==> src/rtl/uart_pkg.sv <==
// Shared UART definitions: state encoding, parity modes and the baud-period helper.
package uart_pkg;

    typedef enum logic [2:0] {
        ST_IDLE   = 3'd0,
        ST_START  = 3'd1,
        ST_DATA   = 3'd2,
        ST_PARITY = 3'd3,
        ST_STOP   = 3'd4
    } uart_state_t;

    localparam int PAR_NONE = 0;
    localparam int PAR_ODD  = 1;
    localparam int PAR_EVEN = 2;

    function automatic int uart_cycle(input int clk_mhz, input int baud);
        return (clk_mhz * 1_000_000) / baud;
    endfunction

endpackage

==> src/rtl/uart_baud_cnt.sv <==
// Bit-period counter: ticks when the count reaches the terminal value, then wraps to zero.
module uart_baud_cnt (
    input  logic        clk,
    input  logic        rst_n,
    input  logic        clear,
    input  logic [15:0] term,
    output logic        tick
);

    logic [15:0] cycle_cnt;

    assign tick = (cycle_cnt == term);

    always_ff @(posedge clk or negedge rst_n) begin
        if (!rst_n) begin
            cycle_cnt <= '0;
        end else if (clear || tick) begin
            cycle_cnt <= '0;
        end else begin
            cycle_cnt <= cycle_cnt + 16'd1;
        end
    end

endmodule

==> src/rtl/uart_tx.sv <==
// UART transmitter: valid/ready byte input, start + 8 data (LSB first) + optional parity + 1-2 stop bits.
module uart_tx
    import uart_pkg::*;
#(
    parameter int CLK_FRE   = 27,
    parameter int BAUD_RATE = 9600,
    parameter int PARITY    = 0,
    parameter int STOP_BITS = 1
) (
    input  logic       clk,
    input  logic       rst_n,
    input  logic [7:0] tx_data,
    input  logic       tx_data_valid,
    output logic       tx_data_ready,
    output logic       tx_busy,
    output logic       tx_pin
);

    localparam int          CYCLE    = uart_cycle(CLK_FRE, BAUD_RATE);
    localparam logic [15:0] TERM     = 16'(CYCLE - 1);
    localparam bit          PAR_EN   = (PARITY == PAR_ODD) || (PARITY == PAR_EVEN);
    localparam bit          TWO_STOP = (STOP_BITS == 2);

    generate
        if (CYCLE < 2 || CYCLE > 65535) begin : g_bad_cycle
            $error("uart_tx: CYCLE=%0d outside 2..65535", CYCLE);
        end
    endgenerate

    uart_state_t state, state_next;
    logic [2:0]  bit_cnt, bit_cnt_next;
    logic        stop_cnt, stop_cnt_next;
    logic [7:0]  data_reg;
    logic        par_bit;
    logic        pin_next;
    logic        bit_tick;
    logic        cnt_clear;
    logic        accept;

    assign tx_data_ready = (state == ST_IDLE);
    assign tx_busy       = (state != ST_IDLE);
    assign accept        = tx_data_valid && tx_data_ready;
    // Counter is held at zero in IDLE so the start bit gets a full period.
    assign cnt_clear     = (state_next != state) || (state == ST_IDLE);

    uart_baud_cnt u_baud_cnt (
        .clk   (clk),
        .rst_n (rst_n),
        .clear (cnt_clear),
        .term  (TERM),
        .tick  (bit_tick)
    );

    always_ff @(posedge clk or negedge rst_n) begin
        if (!rst_n) begin
            state    <= ST_IDLE;
            bit_cnt  <= '0;
            stop_cnt <= 1'b0;
            tx_pin   <= 1'b1;
        end else begin
            state    <= state_next;
            bit_cnt  <= bit_cnt_next;
            stop_cnt <= stop_cnt_next;
            tx_pin   <= pin_next;
        end
    end

    always_comb begin
        state_next    = state;
        bit_cnt_next  = bit_cnt;
        stop_cnt_next = 1'b0;
        pin_next      = 1'b1;
        case (state)
            ST_IDLE: begin
                if (tx_data_valid) state_next = ST_START;
            end
            ST_START: begin
                pin_next = 1'b0;
                if (bit_tick) state_next = ST_DATA;
            end
            ST_DATA: begin
                pin_next = data_reg[bit_cnt];
                if (bit_tick) begin
                    bit_cnt_next = bit_cnt + 3'd1;
                    if (bit_cnt == 3'd7) state_next = PAR_EN ? ST_PARITY : ST_STOP;
                end
            end
            ST_PARITY: begin
                pin_next = par_bit;
                if (bit_tick) state_next = ST_STOP;
            end
            ST_STOP: begin
                stop_cnt_next = stop_cnt;
                if (bit_tick) begin
                    if (stop_cnt == TWO_STOP) state_next = ST_IDLE;
                    else                      stop_cnt_next = 1'b1;
                end
            end
            default: state_next = ST_IDLE;
        endcase
        if (state_next != ST_DATA) bit_cnt_next = '0;
    end

    // Byte and parity are captured once per frame and held until the next accept.
    always_ff @(posedge clk) begin
        if (accept) begin
            data_reg <= tx_data;
            par_bit  <= (PARITY == PAR_ODD) ? ~^tx_data : ^tx_data;
        end
    end

endmodule

==> config.mk <==
export PLATFORM = sky130hd
export DESIGN_NAME = uart_tx
export DESIGN_NICKNAME = d
export VERILOG_FILES = /design/src/rtl/uart_pkg.sv /design/src/rtl/uart_baud_cnt.sv /design/src/rtl/uart_tx.sv
export SDC_FILE = /design/constraint.sdc
export NUM_CORES = 1
export LEC_CHECK = 0
export CAP_MARGIN = 20
export CORE_MARGIN = 5
export CORE_UTILIZATION = 45
export CTS_CLUSTER_SIZE = 14
export DETAILED_ROUTE_END_ITERATION = 12
export HOLD_SLACK_MARGIN = 0.02
export PLACE_DENSITY = 0.67
export REMOVE_ABC_BUFFERS = 1
export SLEW_MARGIN = 20
export SYNTH_ARGS = -nofsm -noshare
export SYNTH_HDL_FRONTEND = slang
export SYNTH_SLANG_ARGS = --single-unit
==> constraint.sdc <==
create_clock -name clk -period 2.1 [get_ports clk]
set_clock_uncertainty 0.1 [all_clocks]
set_input_delay 0.42 -clock clk [delete_from_list [all_inputs] [get_ports clk]]
set_output_delay 0.42 -clock clk [all_outputs]
set_load 0.005 [all_outputs]
# Word-level counts from Yosys, hierarchy flattened
# Index checks and enable logic that the tools add are counted.
[totals] register_bits=33 input_bits=11 out_inout_bits=3
[op_classes] n_addsub=2 order_cmp=1 eq_ne=9 mux=18 reduce_logical=9
[op_table] operator="two-way mux 3 bit" count=10
[op_table] operator="adder 16 x 1 -> 16 bit (second input constant)" count=1
[op_table] operator="equality test 16 x 12 -> 1 bit (second input constant)" count=1
[op_table] operator="two-way mux 16 bit" count=1
[op_table] operator="case mux 3 bit (5 select lines)" count=1
[op_table] operator="parity 8 bit" count=1
[op_table] operator="equality test 3 x 2 -> 1 bit (second input constant)" count=2
[op_table] operator="equality test 3 bit (second input constant)" count=2
[op_table] operator="< comparator 3 x 4 -> 1 bit (second input constant)" count=1
[op_table] operator="two-way mux 1 bit" count=4
[op_table] operator="nonzero test 2 bit" count=2
[op_table] operator="adder 3 x 1 -> 3 bit (second input constant)" count=1
[op_table] operator="binary-select mux 1 bit (select 3 bit)" count=1
[op_table] operator="equality test 3 x 1 -> 1 bit (second input constant)" count=1
[op_table] operator="logical NOT 3 bit" count=1
[op_table] operator="inequality test 3 x 2 -> 1 bit (second input constant)" count=1
[op_table] operator="inequality test 3 bit" count=1
[op_table] operator="case mux 1 bit (3 select lines)" count=1
[op_table] operator="nonzero test 3 bit" count=1
[op_table] operator="logical OR 1 bit" count=2
[op_table] operator="inequality test 2 x 1 -> 1 bit (second input constant)" count=1
[op_table] operator="AND reduction 2 bit" count=1
[op_table] operator="logical AND 1 bit" count=1

# Longest topological paths before layout
[depth] ltp_word=8 depth_mapped=7

# By module
# Synthesis repeated with hierarchy kept, for this count alone.
[hier_totals] cells_unflattened=173 area_unflattened_um2=1828.0
[modules_own_cells] mod="uart_baud_cnt" n_inst=1 cells_each=100 area_per_inst_um2=982.2
[modules_own_cells] mod="uart_tx" n_inst=1 cells_each=73 area_per_inst_um2=845.8

# Worst setup path after synthesis
# OpenSTA, ideal clock, no wires.
[synth_path] path_type="reg-to-reg" startpoint="reg u_baud_cnt.cycle_cnt[0]" endpoint="reg u_baud_cnt.cycle_cnt[13]" setup_ps=119 arrival_time_ps=1815 required_ps=1881 setup_slack_ps=66 stages_incl_launch_ff=8 path_buffers=1 period_less_slack_ps=2034 path_cell_list="dfrtp_1 -> ha_1 -> nor4b_1 -> nand3b_1 -> or4_1 -> nand2_2 -> buf_6 -> nor2_1"
[synth_via] elab_chain_len=7
[synth_lines] element="from (decl)" line="uart_baud_cnt.sv:10" text="logic [15:0] cycle_cnt;"
[synth_lines] element="from (signal assigned)" line="uart_baud_cnt.sv:20" text="cycle_cnt <= cycle_cnt + 16'd1;"
[synth_lines] element="equality test 16 x 12 -> 1 bit" line="uart_baud_cnt.sv:12" text="assign tick = (cycle_cnt == term);"
[synth_lines] element="two-way mux 3 bit (on tied branches)"
[synth_lines] element="case mux 3 bit (5 select lines)" line="uart_tx.sv:73" text="case (state)"
[synth_lines] element="inequality test 3 bit" line="uart_tx.sv:44" text="assign cnt_clear = (state_next != state) || (state == ST_IDLE);"
[synth_lines] element="logical OR 1 bit" line="uart_tx.sv:44"
[synth_lines] element="logical OR 1 bit" line="uart_baud_cnt.sv:17" text="end else if (clear || tick) begin"
[synth_lines] element="two-way mux 16 bit *" line="uart_baud_cnt.sv:17"
# Every way passes the cells marked *; elsewhere a longest branch is shown, timed or not.
# A chain may end at the register's enable or synchronous reset.

# Worst setup path after layout
[layout_path] startpoint="reg u_baud_cnt.cycle_cnt[8]" endpoint="reg state[1]"
[layout_via] elab_chain_len=3
[layout_lines] element="equality test 16 x 12 -> 1 bit *" line="uart_baud_cnt.sv:12"
[layout_lines] element="two-way mux 3 bit (on tied branches)"
[layout_lines] element="case mux 3 bit (5 select lines) *" line="uart_tx.sv:73"
[layout_lines] element="net state_next[1]" line="uart_tx.sv:30" text="uart_state_t state, state_next;"
[layout_lines] element="to (signal assigned)" line="uart_tx.sv:61" text="state <= state_next;"
[layout_lines] element="to (decl)" line="uart_tx.sv:30"
# Mark *: on every way through the listed nets, which the timed path passes. The rest lies on a longest branch.

==> metrics.md <==
| Metric | Value |
|---|---|
| CP required | 2230 ps |
| Static Leak | around 0.80 nW |
| GRT Residual Overflow | 0 |
| Top cells by area, synth | dfrtp_1, edfxtp_1, xnor2_1 |
| Rows | 21 |
| Area delta synth->final | 20.75% |
| Num CTS Buffers | 5 |
| Routed Antenna Nets | 0 |
| Fraction of layout cells with a size suffix above 1 | 0.1618 |
| Final nets | 186 |
| Syn Area/Cell | 11.06 um^2 |
| GR Util All Layers | 0.1403 |
| Worst EP arrival | 2150 ps |
| Final wirelength | roughly 3 mm |
| Iter 0 DRT Violations | 87 |
| Max Buffers Root-to-Sink | 2 |
| DR WL met3 | 143 um |
| Compound-Gate Fraction of Synth Area | 0.03744 |
| Max cap viols | 0 |
| Main combinational cell family by area after synthesis | simple AND/OR/NAND/NOR gates |
| Final Setup Violations | 0 |
| RePlAce Congestion | roughly 0.79 |
| Top-area cell type share of the netlist area | 0.3588 |
| Core area | 3390 um^2 |
| Power per standard cell area | 563.9 nW/um^2 |
| Die ar. | 4859 um^2 |
| CTS tree | yes |
| Minimum clock period | 2024 ps |
| EDFF count, synth | 9 |
| Status | complete, no violations |
| Post-Syn Instances | ~150 |
| Clk_lat worst skew | approximately 330 ps |
| Starting Density | 0.4732 |
| Vias/cell | slightly above 5 |
| Global-route wire length before repair | 5.423 mm |
| Die Wd | around 70 um |
| Crit end category | register |
| Number of flip-flops in the largest register | 16 |
| HPWL after DPL | 2.147 mm |
| Final slew viol count | 0 |
| Sequential area share after synthesis | 0.5437 |
| Synth Flop Type | dfrtp_1 |
| Async set-or-reset flop fraction in the synthesized netlist | 0.7273 |
| Simple-gate share of the synthesized area | 0.2176 |
| Met1 wire length | around 1.3 mm |
| Seq cells post-synth | 33 |
| Vias in the first global route | approximately 1200 |
| Post-Synth XOR/XNOR Area | 0.1201 |
| Top-count cell post-synth | nor2_1 |
| Final period util | 0.9640 |
| Post-Synthesis Cell Area | ~1600 um^2 |
| CTS sink cnt | 33 |
| Worst reg2reg startpoint | u_baud_cnt.cycle_cnt[8] |
| Synth warn | 0 |
| Initial antenna violation count | 0 |
| Worst-Margin Slew | 418.0 ps |
| Highest routed layer | met4 |
| Vias | 1128 |
| Worst-path fanout max | 3 |
| Die Ht | 69.71 um |
| Worst-path clk slew | about 100 ps |
| Largest net degree at the start of global routing | 25 |
| Mux contribution to synthesized area | 0.04134 |
| Met2 Wirelength | 1.459 mm |
| IO Pins | 14 |
| CTS Hold Bufs | 0 |
| Fin util | 0.5714 |
| Worst setup path category | register to register |
| Crit. Startpoint | u_baud_cnt.cycle_cnt[8] |
| Worst Hold Class | input pin to asynchronous set/reset pin |
| Port bufs | 13 |
| Root buf cell | clkbuf_4 |
| Cell taking the most area after synthesis | dfrtp_1 |
| Clock H-tree levels | 2 |
| Distinct cells, synth | 37 |
| Residual DRC count | 0 |
| Synth cell count leaders | nor2_1, dfrtp_1, xnor2_1 |
| Overall power | ~0.0011 W |
| WL/cell | 13.45 um |
| Final Hold Fails | 0 |
| TritonRoute pass-1 iters | 5 |
| N_diodes | 0 |
| RSZ-0062 raised after global routing | no |
| Normalized max-slew margin | 0.7174 |
| Fill count | 302 |
| VDD IR max | 0.3527 mV |
| Adder-cell share of the synthesized area | 0.02340 |
| Fmax | 494.0 MHz |
| Startpoint Class | register |
final timing paths:
| kind | slack (ps) | end | cells after the start |
|---|---|---|---|
| setup / recovery | 80 | state[1] | 5 |
| hold / removal | 350 | state[1] | 2 |
| setup reg to reg | 80 | state[1] | 5 |
| hold reg to reg | 380 | u_baud_cnt.cycle_cnt[0] | 1 |
| max in group asynchronous | 1270 | tx_pin | 2 |
| min in group clk | 380 | u_baud_cnt.cycle_cnt[0] | 1 |
metal layers:
| layer | vias to the layer above | global-route usage |
|---|---|---|
| met5 | - | 0 |
| met2 | 25 | 0.2436 |
| met3 | 5 | 0.03623 |
| li1 | 561 | - |
| met4 | 0 | 0.07021 |
| met1 | 537 | 0.1585 |
worst max-delay path, cell delays in order, from the launching register on:
cell and delay [ps]:
dfrtp_1 390, or3_1 390, or3_4 410, or3_1 370, a22oi_1 200, nor2_1 60
cell usage in the layout (no fill, tap or decap), drive strengths merged, types with 4 or more instances in the layout:
master	n
nor2	26
dfrtp	23
xnor2	14
clkdlybuf4s50	12
nand2	12
buf	10
edfxtp	9
xor2	8
clkbuf	8
nand3	5
nor3	4
repair_timing:
action,4_1_cts,5_1_grt
endpoints found under the setup margin,17,21
hold endpoints to repair,0,0
gates resized for setup,3,4
buffers inserted,0,2
pin swaps,1,1
area by class of cell:
class | count | area [um^2] | share of cell area
Tap cell | 46 | 57.56 | 0.02972
Multi-Input combinational cell | 107 | 732.0 | 0.3779
Sequential cell | 33 | 873.3 | 0.4509
Clock buffer | 8 | 58.81 | 0.03036
Inverter | 2 | 7.507 | 0.003876
Timing Repair Buffer | 23 | 207.7 | 0.1072
metrics by stage:
step | hold slack, ps | area (um^2) | std cells | setup slack [ps] | setup TNS [ps]
floorplan | 24.41 | 1585 | 142 | 97.22 | 0
global placement | 342.3 | 1833 | 209 | 104.1 | 0
detailed placement | 357.6 | 1833 | 209 | -1.398 | -1.710
CTS | 342.7 | 1906 | 217 | 1.429 | 0
global route | 360.4 | 1937 | 219 | 5.419 | 0
finish | 346.8 | 1937 | 219 | 75.52 | 0
power breakdown:
part / total (W) / switching, W / internal, W
clock network: 0.000376 / 0.000211 / 0.000165
logic: 0.0000547 / 0.0000231 / 0.0000317
registers: 0.000661 / 0 / 0.000661
kinds of logic (layout without fill, tap and decap cells):
kind of cell    after synthesis  count (layout)
simple gates                 69              69
flops                        33              33
xor+xnor                     22              22
compound gates                9               9
buf+inv                       5              33
mux                           4               4
fa+ha+maj                     3               3
No activity file was read; power rests on OpenSTA's default activity.
